### src/rtl/sync_cnt_pkg.sv
// Shared constants and types for the T-flip-flop down counter.
// Holds the default counter width and its all-ones maximum value.
package sync_cnt_pkg;

    localparam int unsigned SDC_DEFAULT_WIDTH = 4;

    localparam logic [SDC_DEFAULT_WIDTH-1:0] SDC_MAX_VAL = '1;

    // Next-state operation selected each cycle, in priority order load > dec > hold.
    typedef enum logic [1:0] {
        CNT_HOLD = 2'd0,
        CNT_DEC  = 2'd1,
        CNT_LOAD = 2'd2
    } cnt_op_e;

endpackage

### src/rtl/T_ff.sv
// Single toggle flip-flop with asynchronous active-low reset.
// Q inverts on a rising clk edge whenever T is high.
module T_ff (
    input  logic clk,
    input  logic rstn,
    input  logic T,
    output logic Q
);

    always_ff @(posedge clk or negedge rstn) begin
        if (!rstn) begin
            Q <= 1'b0;
        end else if (T) begin
            Q <= ~Q;
        end
    end

endmodule

### src/rtl/sync_down_counter.sv
// WIDTH-bit down counter built from T flip-flops, with parallel load and borrow pulse.
// Define SYNC_DOWN_COUNTER_SATURATE_EN to hold at zero on underflow instead of wrapping.
module sync_down_counter
    import sync_cnt_pkg::*;
#(
    parameter int unsigned WIDTH = SDC_DEFAULT_WIDTH
) (
    input  logic             clk,
    input  logic             rstn,
    input  logic             en,
    input  logic             load,
    input  logic [WIDTH-1:0] load_val,
    output logic [WIDTH-1:0] Q,
    output logic             zero,
    output logic             borrow
);

    cnt_op_e          w_op;
    logic             w_underflow;
    logic [WIDTH-1:0] w_dec_t;
    logic [WIDTH-1:0] w_t;
    logic             r_borrow;

    always_comb begin
        w_op = CNT_HOLD;
        if (load) begin
            w_op = CNT_LOAD;
        end else if (en) begin
            w_op = CNT_DEC;
        end
    end

    assign w_underflow = (w_op == CNT_DEC) && (Q == '0);

    // A bit toggles on decrement only when every lower bit is zero (it must borrow).
    assign w_dec_t[0] = 1'b1;
    for (genvar gi = 1; gi < WIDTH; gi++) begin : g_dec
        assign w_dec_t[gi] = ~|Q[gi-1:0];
    end

    always_comb begin
        w_t = '0;
        unique case (w_op)
            CNT_LOAD: w_t = Q ^ load_val;
            CNT_DEC: begin
`ifdef SYNC_DOWN_COUNTER_SATURATE_EN
                w_t = w_underflow ? '0 : w_dec_t;
`else
                w_t = w_dec_t;
`endif
            end
            default: w_t = '0;
        endcase
    end

    for (genvar gb = 0; gb < WIDTH; gb++) begin : g_bit
        T_ff u_tff (
            .clk  (clk),
            .rstn (rstn),
            .T    (w_t[gb]),
            .Q    (Q[gb])
        );
    end

    always_ff @(posedge clk or negedge rstn) begin
        if (!rstn) begin
            r_borrow <= 1'b0;
        end else begin
            r_borrow <= w_underflow;
        end
    end

    assign borrow = r_borrow;
    assign zero   = (Q == '0);

endmodule

### config.mk
export PLATFORM = sky130hd
export DESIGN_NAME = sync_down_counter
export DESIGN_NICKNAME = d
export VERILOG_FILES = /design/src/rtl/sync_cnt_pkg.sv /design/src/rtl/T_ff.sv /design/src/rtl/sync_down_counter.sv
export SDC_FILE = /design/constraint.sdc
export NUM_CORES = 1
export LEC_CHECK = 0
export CORE_AREA = 2 2 39 41
export CTS_BUF_LIST = sky130_fd_sc_hd__clkbuf_2 sky130_fd_sc_hd__clkbuf_4 sky130_fd_sc_hd__clkbuf_8
export CTS_CLUSTER_SIZE = 8
export DETAILED_ROUTE_END_ITERATION = 6
export DIE_AREA = 0 0 41 43
export GPL_ROUTABILITY_DRIVEN = 0
export PLACE_DENSITY_LB_ADDON = 0.05
export SYNTH_ARGS = -nofsm -noshare
export SYNTH_HDL_FRONTEND = slang
export SYNTH_SLANG_ARGS = --single-unit
### constraint.sdc
create_clock -name clk -period 2 [get_ports clk]
set_input_delay 0.4 -clock clk [delete_from_list [all_inputs] [get_ports clk]]
set_output_delay 0.4 -clock clk [all_outputs]
set_load 0.02 [all_outputs]
---- Word-level counts from Yosys, hierarchy flattened ----
Index checks and enable logic that the tools add are counted.
storage, ports and cells
  bits of input ports ..................... 8
  output and inout bits ................... 6
  register bits ........................... 5
  word-level logic and storage cells ...... 22
operators by class
  equality and inequality tests ........... 2
  reductions and logical operators ........ 7
  bitwise operators ....................... 5
  multiplexer cells ....................... 3
operator list
  cell                                                                   count
  4-bit one-hot mux with 2 select lines                                  1
  4-bit logical NOT                                                      1
  1-bit inverter                                                         4
  4-bit bitwise XOR                                                      1
  1-bit logical NOT                                                      3
  3-bit OR reduction                                                     1
  2-bit by 1-bit equality test with 1-bit output, second input constant  1
  2-bit equality test, second input constant                             1
  2-bit 2-to-1 mux                                                       1
  2-bit OR reduction                                                     1
  1-bit logical AND                                                      1
  1-bit 2-to-1 mux                                                       1

---- Depth between registers and ports, before layout ----
Gate-level depths: netlist of run 1.
  depth after elaboration ................. 4
  depth in mapped cells ................... 3
  gate-level depth less buffers ........... 3

---- Hierarchy ----
Synthesis of run 1 repeated with hierarchy kept, for this count alone.
second synthesis, totals
  cells, all modules ...................... 24
  area, all modules ....................... 274.0 µm²
modules (own cells, without submodules)
  module             seq. area each (µm²)  cells each  instances  area each (µm²)
  sync_down_counter  25.0                  16          1          138.9
  T_ff               25.0                  2           4          33.8

---- Worst setup path before layout of run 1 ----
OpenSTA, ideal clock, no wires.
  path kind ............................... reg-to-output
  start point ............................. register g_bit[0].u_tff.Q
  end point ............................... output port zero
  data arrival time ....................... 1.140 ns
  path slack .............................. 0.460 ns
  required time ........................... 1.600 ns
  buffers on the path ..................... 0
  cell stages (with the launch flop) ...... 2
  cell sequence ........................... dfrtp_1 -> nor4_1
between the ends
  cells in the longest elaborated chain, start to end .. 1
ends and longest elaborated chain
  what                    line                     RTL
  start, declared         T_ff.sv:7                output logic Q
  start signal, assigned  T_ff.sv:14               Q <= ~Q;
  4-bit logical NOT       sync_down_counter.sv:74  assign zero = (Q == '0);
  end, declared           sync_down_counter.sv:14  output logic zero,
Every way passes these cells.

---- Worst setup path in the final report of run 1 ----
  start point ............................. register g_bit[0].u_tff.Q
  end point ............................... output port Q[0]
RTL lines
  what           line                     RTL
  end, declared  sync_down_counter.sv:13  output logic [WIDTH-1:0] Q,
No word-level cell between the ends.

==> run metrics, run 1 <==
Peak VDD IR roughly 0.34 mV; Boundary Pins 14; CP startpoint g_bit[0].u_tff.Q$_DFFE_PN0P_; largest net degree at the start of global routing 10; H-tree Lvls 1; CP peak stage delay ~0.64 ns; post-route clock period utilization between 80% and 90%; CP Capture Point Q[0]; Seq/Total Area, Yosys a little under half; Routed WL about 550 um; Post-Layout Cell Count between 50 and 60; Worst-Skew Late Latency 0.24 ns; initial antenna violation count 0; Die ar. roughly 1800 um2; worst r2r src g_bit[1].u_tff.Q$_DFFE_PN0P_; Final nets between 40 and 50; Yosys reg bits 5; first-pass GRT wire length roughly 840 um; Post-Syn Area per Cell ~10 um2; area grow syn2layout 52.8%; worst-path fanout max 6; P per Cell Area around 830 nW/um2; IO Port Bufs 13; status complete, no violations; Hold Slack 0.391 ns; Unique masters post-synth 13; CP Launch Type register; Static Leak approximately 0.17 nW; Worst Max-Slew Pin Slew roughly 0.31 ns; R2R Setup Slk roughly 0.58 ns; max_cap viols 0; Setup-failing EPs final 0; Inserted Clock Buffers 3; Setup CP Type register to output port; Buf/Inv on CP 1; vias per std cell ~4.0; Root Driver clkbuf_4; Crit. path cell count 1; Detailed Route Iter0 Violations 5; Slew headroom around four fifths; Cells after DPL 50; commonest non-fill, non-tap cell in the layout clkdlybuf4s50_1; Crit path max-delay family buffers and inverters; crit path DAT around 1.3 ns; gr usage total around 7.7%; Rows 14; CP Capture Type output port; Tot Pwr ~0.35 mW; worst min-delay path category input port to async pin; per-cell routed wire length between 10 and 15 um; vias in the first global route around 190; RSZ-0062 raised after global routing false; setup total negative slack 0 ns; critical path's slowest cell clkdlybuf4s50_1; Overflow after GRT 0; worst reg2reg endpoint g_bit[3].u_tff.Q$_DFFE_PN0P_; core area between 1000 and 1500 um2; die extent in x around 40 um; crit-path cells clkdlybuf4s50_1; number of iterations in the first detailed-routing pass 2; Clock Tree Buf Depth 2; CTS tree built; Layout Skew 0.000572 ns; Slew Limit Fails 0; final hold vios 0; Tmin final about 1.7 ns; Synth Net Count 34; Sink Count 5; Setup Fix Bufs, Post-CTS 0; layout cells sized above 1 15.8%; vias 216; Post-DRT Antenna Nets 0; n_diodes 0; Synth Cell Area between 200 and 300 um2; drt drc 0; Reg2Reg Depth 2; Post-Route Utilization 30.1%; Die H ~43 um; Max Clk Rate around 580 MHz; Crit path required time 1.60 ns; CTS Hold Bufs 0; Initial Utilization 19.7%; Gate Count Post-Synth 26; clk slew on worst S/H paths 0.04 ns; most frequent cells in the layout clkdlybuf4s50_1, dfrtp_1, clkbuf_4; synth warn 0
-- worst register-to-register path: cells and delay by family (launching register included) --
family	cells	cell delay, ns
flip-flops	1	0.43
AO/OA/AOI/OAI	1	0.31
AND/OR/NAND/NOR	1	0.56
-- cells in the mapped netlist, drive strengths merged --
cell	number	share of area [%]
nor3b	1	2.8
nand2	3	4.1
or4b	1	5.0
a221o	1	3.7
clkbuf	1	1.8
xnor2	3	9.6
nor4	1	2.3
dfrtp	5	46
o21ai	3	5.5
nor2b	2	4.6
buf	4	11
nor3	1	3.7
-- area by class of cell --
class,count,area [um2]
fill,152,967
sequential,5,125
tap,16,20.0
timing repair buffer,13,129
multi-input combinational,16,113
clock buffer,4,30.0
-- metrics by stage --
step / worst slack (ns) / instance area (um2)
floorplan: 0.460 / 273
global placement: 0.182 / 388
detailed placement: 0.147 / 388
CTS: 0.249 / 417
global route: 0.189 / 417
finish: 0.278 / 417
-- flip-flops by register name, indices dropped and copies added, names as in the netlist --
| register | count |
|---|---|
| g_bit.u_tff.Q | 4 |
| borrow | 1 |
-- per-layer routing --
layer	up-vias	wire length, um	GRT usage, %
met5	-	0	0
met2	11	252	9.06
met3	0	56	3.14
met4	0	0	8.00
met1	96	241	9.71
li1	109	-	-
-- worst min-delay path by stage --
stage | to | cells past startpoint | slack (ns)
2_1_floorplan | borrow$_DFF_PN0_ | 0 | 0.10
3_3_place_gp | borrow$_DFF_PN0_ | 1 | 0.49
3_5_place_dp | borrow$_DFF_PN0_ | 1 | 0.49
4_1_cts | g_bit[3].u_tff.Q$_DFFE_PN0P_ | 1 | 0.39
5_1_grt | g_bit[3].u_tff.Q$_DFFE_PN0P_ | 1 | 0.41
6_report | g_bit[3].u_tff.Q$_DFFE_PN0P_ | 1 | 0.39
-- power breakdown --
part	switching, mW	internal [mW]
clock	0.0403	0.0889
combinational	0.0379	0.0512
sequential	0.0160	0.113
total	0.0942	0.253
-- what timing repair did --
| action | in CTS | in global routing |
|---|---|---|
| endpoints found under the hold margin | 0 | 0 |
| gates resized for setup | 1 | 0 |
| setup endpoints to repair | 1 | 0 |
-- logic make-up after synthesis --
family	count (synthesis)	synth area share (%)
xor+xnor	3	9.63
simple gates	9	22.5
compound gates	4	9.17
buf+inv	5	12.8
flops	5	45.9
(Power assumes the default switching activity.)
==> inputs of run 2 (changes only) <==
Settings changed: RECOVER_POWER set to 25.
==> run 2 against run 1 <==
  * Fmax unchanged
  * Highest routed layer unchanged
  * Sequential share of layout area unchanged
  * Core utilization unchanged
  * Worst hold slack improved by 0.070 ns
  * Design area unchanged
  * Largest power group unchanged
  * Largest cell class unchanged
  * Via count unchanged
  * First-iteration DRC count unchanged
  * Sequential power about the same
==> run metrics, run 2 (same netlist as run 1, synthesis figures left out) <==
drt drc 0 (unchanged); per-cell routed wire length 10.2 um (-0.18%); critical path's slowest cell clkdlybuf4s50_1; Reg2Reg Depth 2 (unchanged); Static Leak 0.166 nW (+0.16%); Post-DRT Antenna Nets 0 (unchanged); Resized Gates After CTS 1 (unchanged); commonest non-fill, non-tap cell in the layout clkdlybuf4s50_1; Die H 43 um (unchanged); CTS tree built; Crit path required time 1.60 ns (about the same); Slew Limit Fails 0 (unchanged); Slew headroom 79.3% (unchanged); Layout Skew 0.000572 ns (unchanged); Tmin final 1.72 ns (unchanged); CP Capture Type output port; Root Driver clkbuf_4; Cells after DPL 50 (unchanged); Clock Tree Buf Depth 2 (unchanged); number of iterations in the first detailed-routing pass 2 (unchanged); worst min-delay path category input port to async pin; CP peak stage delay 0.64 ns (about the same); Die ar. 1760 um2 (unchanged); P per Cell Area 832 nW/um2 (-0.12%); Buf/Inv on CP 1 (unchanged); clk slew on worst S/H paths 0.04 ns (about the same); gr usage total 7.75% (unchanged); Crit. path cell count 1 (unchanged); Worst-Skew Late Latency 0.24 ns (about the same); setup total negative slack 0 ns (unchanged); crit-path cells clkdlybuf4s50_1; Overflow after GRT 0 (unchanged); Setup-failing EPs final 0 (unchanged); max_cap viols 0 (unchanged); layout cells sized above 1 15.8% (unchanged); die extent in x 41 um (unchanged); vias per std cell 4.00 (unchanged); crit path DAT 1.32 ns (about the same); CP Launch Type register; CTS Hold Bufs 0 (unchanged); worst-path fanout max 6 (unchanged); Inserted Clock Buffers 3 (unchanged); most frequent cells in the layout clkdlybuf4s50_1, dfrtp_1, clkbuf_4; Rows 14 (unchanged); Tot Pwr 0.347 mW (-0.12%); vias in the first global route 191 (unchanged); IO Port Bufs 13 (unchanged); initial antenna violation count 0 (unchanged); Placed Instance Area 388 um2 (unchanged); Peak VDD IR 0.337 mV (about the same); core area 1380 um2 (unchanged); Detailed Route Iter0 Violations 5 (unchanged); RSZ-0062 raised after global routing false; Setup CP Type register to output port; Routed WL 550 um (-0.18%); area grow syn2layout 52.8% (unchanged); Final nets 47 (unchanged); Setup Fix Bufs, Post-CTS 0 (unchanged); final hold vios 0 (unchanged); Crit path max-delay family buffers and inverters; Worst Max-Slew Pin Slew 0.310 ns (unchanged); Post-Layout Cell Count 54 (unchanged); status complete, no violations; Initial Utilization 19.7% (unchanged); max reg flops 4 (unchanged); vias 216 (unchanged); post-route clock period utilization 86.1% (unchanged); H-tree Lvls 1 (unchanged); n_diodes 0 (unchanged); post-route cell area 417 um2 (unchanged); largest net degree at the start of global routing 10 (unchanged); Boundary Pins 14 (unchanged); first-pass GRT wire length 841 um (unchanged); Max Clk Rate 581 MHz (unchanged); Sink Count 5 (unchanged); Biggest register g_bit.u_tff.Q
## run 2: cell types whose count changed in the layout (fill, tap and decap cells not counted), sizes merged
| cell | change |
|---|---|
| dlygate4sd3 | +1 |
| clkdlybuf4s50 | -1 |
## run 2: layer usage
| metal | wire length [um] | GRT usage (%) | up-vias |
|---|---|---|---|
| met4 | 0 | 8.00 | 0 |
| met3 | 59 | 3.14 | 0 |
| met5 | 0 | 0 | - |
| met1 | 238 | 9.71 | 96 |
| met2 | 252 | 9.06 | 11 |
| li1 | - | - | 109 |
## run 2: metrics by stage
step | setup slack [ns] | hold WS [ns] | utilization, %
floorplan | 0.460 | 0.104 | -
global placement | 0.182 | 0.486 | 28.0
detailed placement | 0.147 | 0.494 | 28.0
CTS | 0.249 | 0.392 | 30.1
global route | 0.189 | 0.483 | 30.1
finish | 0.278 | 0.461 | 30.1
## run 2: path summary, 6_finish.rpt
check / from / endpoint / slack, ns
min in group clk: g_bit[3].u_tff.Q$_DFFE_PN0P_ / borrow$_DFF_PN0_ / 0.50
max in group asynchronous: rstn / g_bit[0].u_tff.Q$_DFFE_PN0P_ / 1.34
min reg2reg: g_bit[3].u_tff.Q$_DFFE_PN0P_ / borrow$_DFF_PN0_ / 0.50
max reg2reg: g_bit[1].u_tff.Q$_DFFE_PN0P_ / g_bit[3].u_tff.Q$_DFFE_PN0P_ / 0.58
max: g_bit[0].u_tff.Q$_DFFE_PN0P_ / Q[0] / 0.28
min: rstn / g_bit[3].u_tff.Q$_DFFE_PN0P_ / 0.46
## run 2: power by group
group,switching [mW],internal [mW]
Combinational,0.0379,0.0508
Sequential,0.0160,0.113
Clock,0.0403,0.0889
Total,0.0942,0.253
## run 2: cell type report
cell class / count / area (um2)
Multi-Input combinational cell: 16 / 113
Timing Repair Buffer: 13 / 129
Sequential cell: 5 / 125
Fill cell: 152 / 967
Tap cell: 16 / 20.0
Clock buffer: 4 / 30.0
==> RTL change (settings of run 2) <==
Change the package constant `SDC_DEFAULT_WIDTH` from 4 to 6.
--- a/src/rtl/sync_cnt_pkg.sv
+++ b/src/rtl/sync_cnt_pkg.sv
@@ -4,3 +4,3 @@
 
-    localparam int unsigned SDC_DEFAULT_WIDTH = 4;
+    localparam int unsigned SDC_DEFAULT_WIDTH = 6;
 
Ports: changed (resized Q and load_val); port bits go from 14 to 18. No check against the original RTL was run, so the function may have changed too.
==> RTL change against run 2 <==
  * Wire length rose by 58%
  * Synthesized area rose by 52%
  * Global-route usage rose by 6.1 points
  * First-iteration DRC count rose by 80%
  * Power rose by 31%
  * Sequential cell count rose by 2
  * Sequential power rose by 29%
  * Cell area rose by 47%
  * Non-clock buffer count rose by 8
  * Hold slack improved by 0.012 ns
  * Worst setup slack got worse by 0.16 ns
  * Maximum frequency fell by 8.6%
  * Via count rose by 76%
==> RTL change: results (changes against run 2) <==
Run status
  – Status: finished clean

Synthesis
  – Synth Net Count: 55 (+62%)
  – Leading post-synthesis cells by cell area: dfrtp_1 42%, buf_4 11%, xnor2_1 6.3%
  – Top post-synthesis cells by count: 7 x dfrtp_1, 6 x buf_4, 5 x nand2_1, 4 x o21ai_0
  – Seq/Total Area, Yosys: 42.2% (-3.7 points)
  – Count of different cell masters after synthesis: 19 (+6)

Power
  – Lkg Pwr: 0.000261 uW (+57%)
  – NetSw: 130 uW (+38%)

Timing
  – WHS: 0.473 ns (+0.0123 ns)
  – Setup ws final: 0.116 ns (-0.163 ns)
  – Max_slew headroom: 73.4% (-5.8 points)
  – Clock Skew: 0.0106 ns (+0.0101 ns)

Global route
  – Tot GR Track Use: 13.9% (+6.1 points)
  – Global-route wire length before repair: 1.56 mm (+85%)
  – Vias in the first global route: 370 (+94%)

Worst setup path
  – FF-to-FF Start: g_bit[3].u_tff.Q
  – Worst reg-to-reg path cell count: 4 (+2)
  – Crit path to: zero
  – Flop-to-flop setup slack: 0.54 ns (-0.04 ns)
  – Top fanout value on the critical path: 2 (-4)
  – CP max stage delay: 0.54 ns (-0.10 ns)
  – Worst EP arrival: 1.48 ns (+0.16 ns)

Route
  – DRT iter0 DRCs: 9 (+4)
  – Total number of vias: 380 (+76%)
  – First-pass DRT Iterations: 3 (+1)
  – Wire length per cell: 11.0 um (+8.2%)

Cells and area
  – Share of layout cells above drive strength 1: 19.0% (+3.3 points)
  – Max reg flops: 6 (+2)
  – NumNets Final: 74 (+57%)
  – Fill cells: 147 (-3.3%)

Placed design
  – Pre-CTS setup slack: -0.0665 ns (-0.213 ns)
  – Port bufs: 17 (+4)
## RTL change: cell types whose count changed after synthesis, sizes merged, moves of 2 or more
cell,change
nor2,+2
a31oi,+2
and3,+2
buf,+2
inv,+3
nand2,+2
dfrtp,+2
## RTL change: metrics by stage
step	instances	area, sq um	utilization [%]
floorplan	45	415	-
global placement	75	587	42.4
detailed placement	75	587	42.4
CTS	79	618	44.7
global route	79	612	44.2
finish	79	612	44.2
## RTL change: cell families (layout without fill, tap and decap cells)
group	count (synthesis)	in the layout	synth area share, %
and+or+nand+nor	16	16	23.8
buffers and inverters	10	28	14.5
AOI/OAI and AO/OA	9	9	13.3
DFF	7	7	42.2
xor gates and xnor gates	3	3	6.33
## RTL change: cell type report
type	count	share of cell area [%]
repair buffers	21	31.9
inverters	3	1.84
clock buffers	4	4.91
flip-flops and latches	7	28.6
well taps	16	3.27
multi-input cells	28	29.4
## RTL change: critical path: cells and delay by family, from the launching register on
kind	cells	cell delay, ns
and+or+nand+nor	2	0.67
DFF	1	0.38
buffers and inverters	1	0.19
## RTL change: timing repair
item,CTS,global route
pin swaps,0,0
gates resized for setup,3,1
endpoints found under the hold margin,0,0
endpoints found under the setup margin,1,1
gates cloned,0,0
## RTL change: routing by layer
layer,GRT usage [%],routed length (um)
met1,17.5,389
met2,18.8,396
met3,6.28,65
met4,8.00,19
met5,0,0
## RTL change: power groups by stage
stage	Sequential (uW)	Combinational, uW	Clock, uW
6_report	167	145	142
5_1_grt	169	158	157
4_1_cts	167	147	147
3_5_place_dp	170	146	0
3_3_place_gp	169	146	0
2_1_floorplan	178	80.7	0
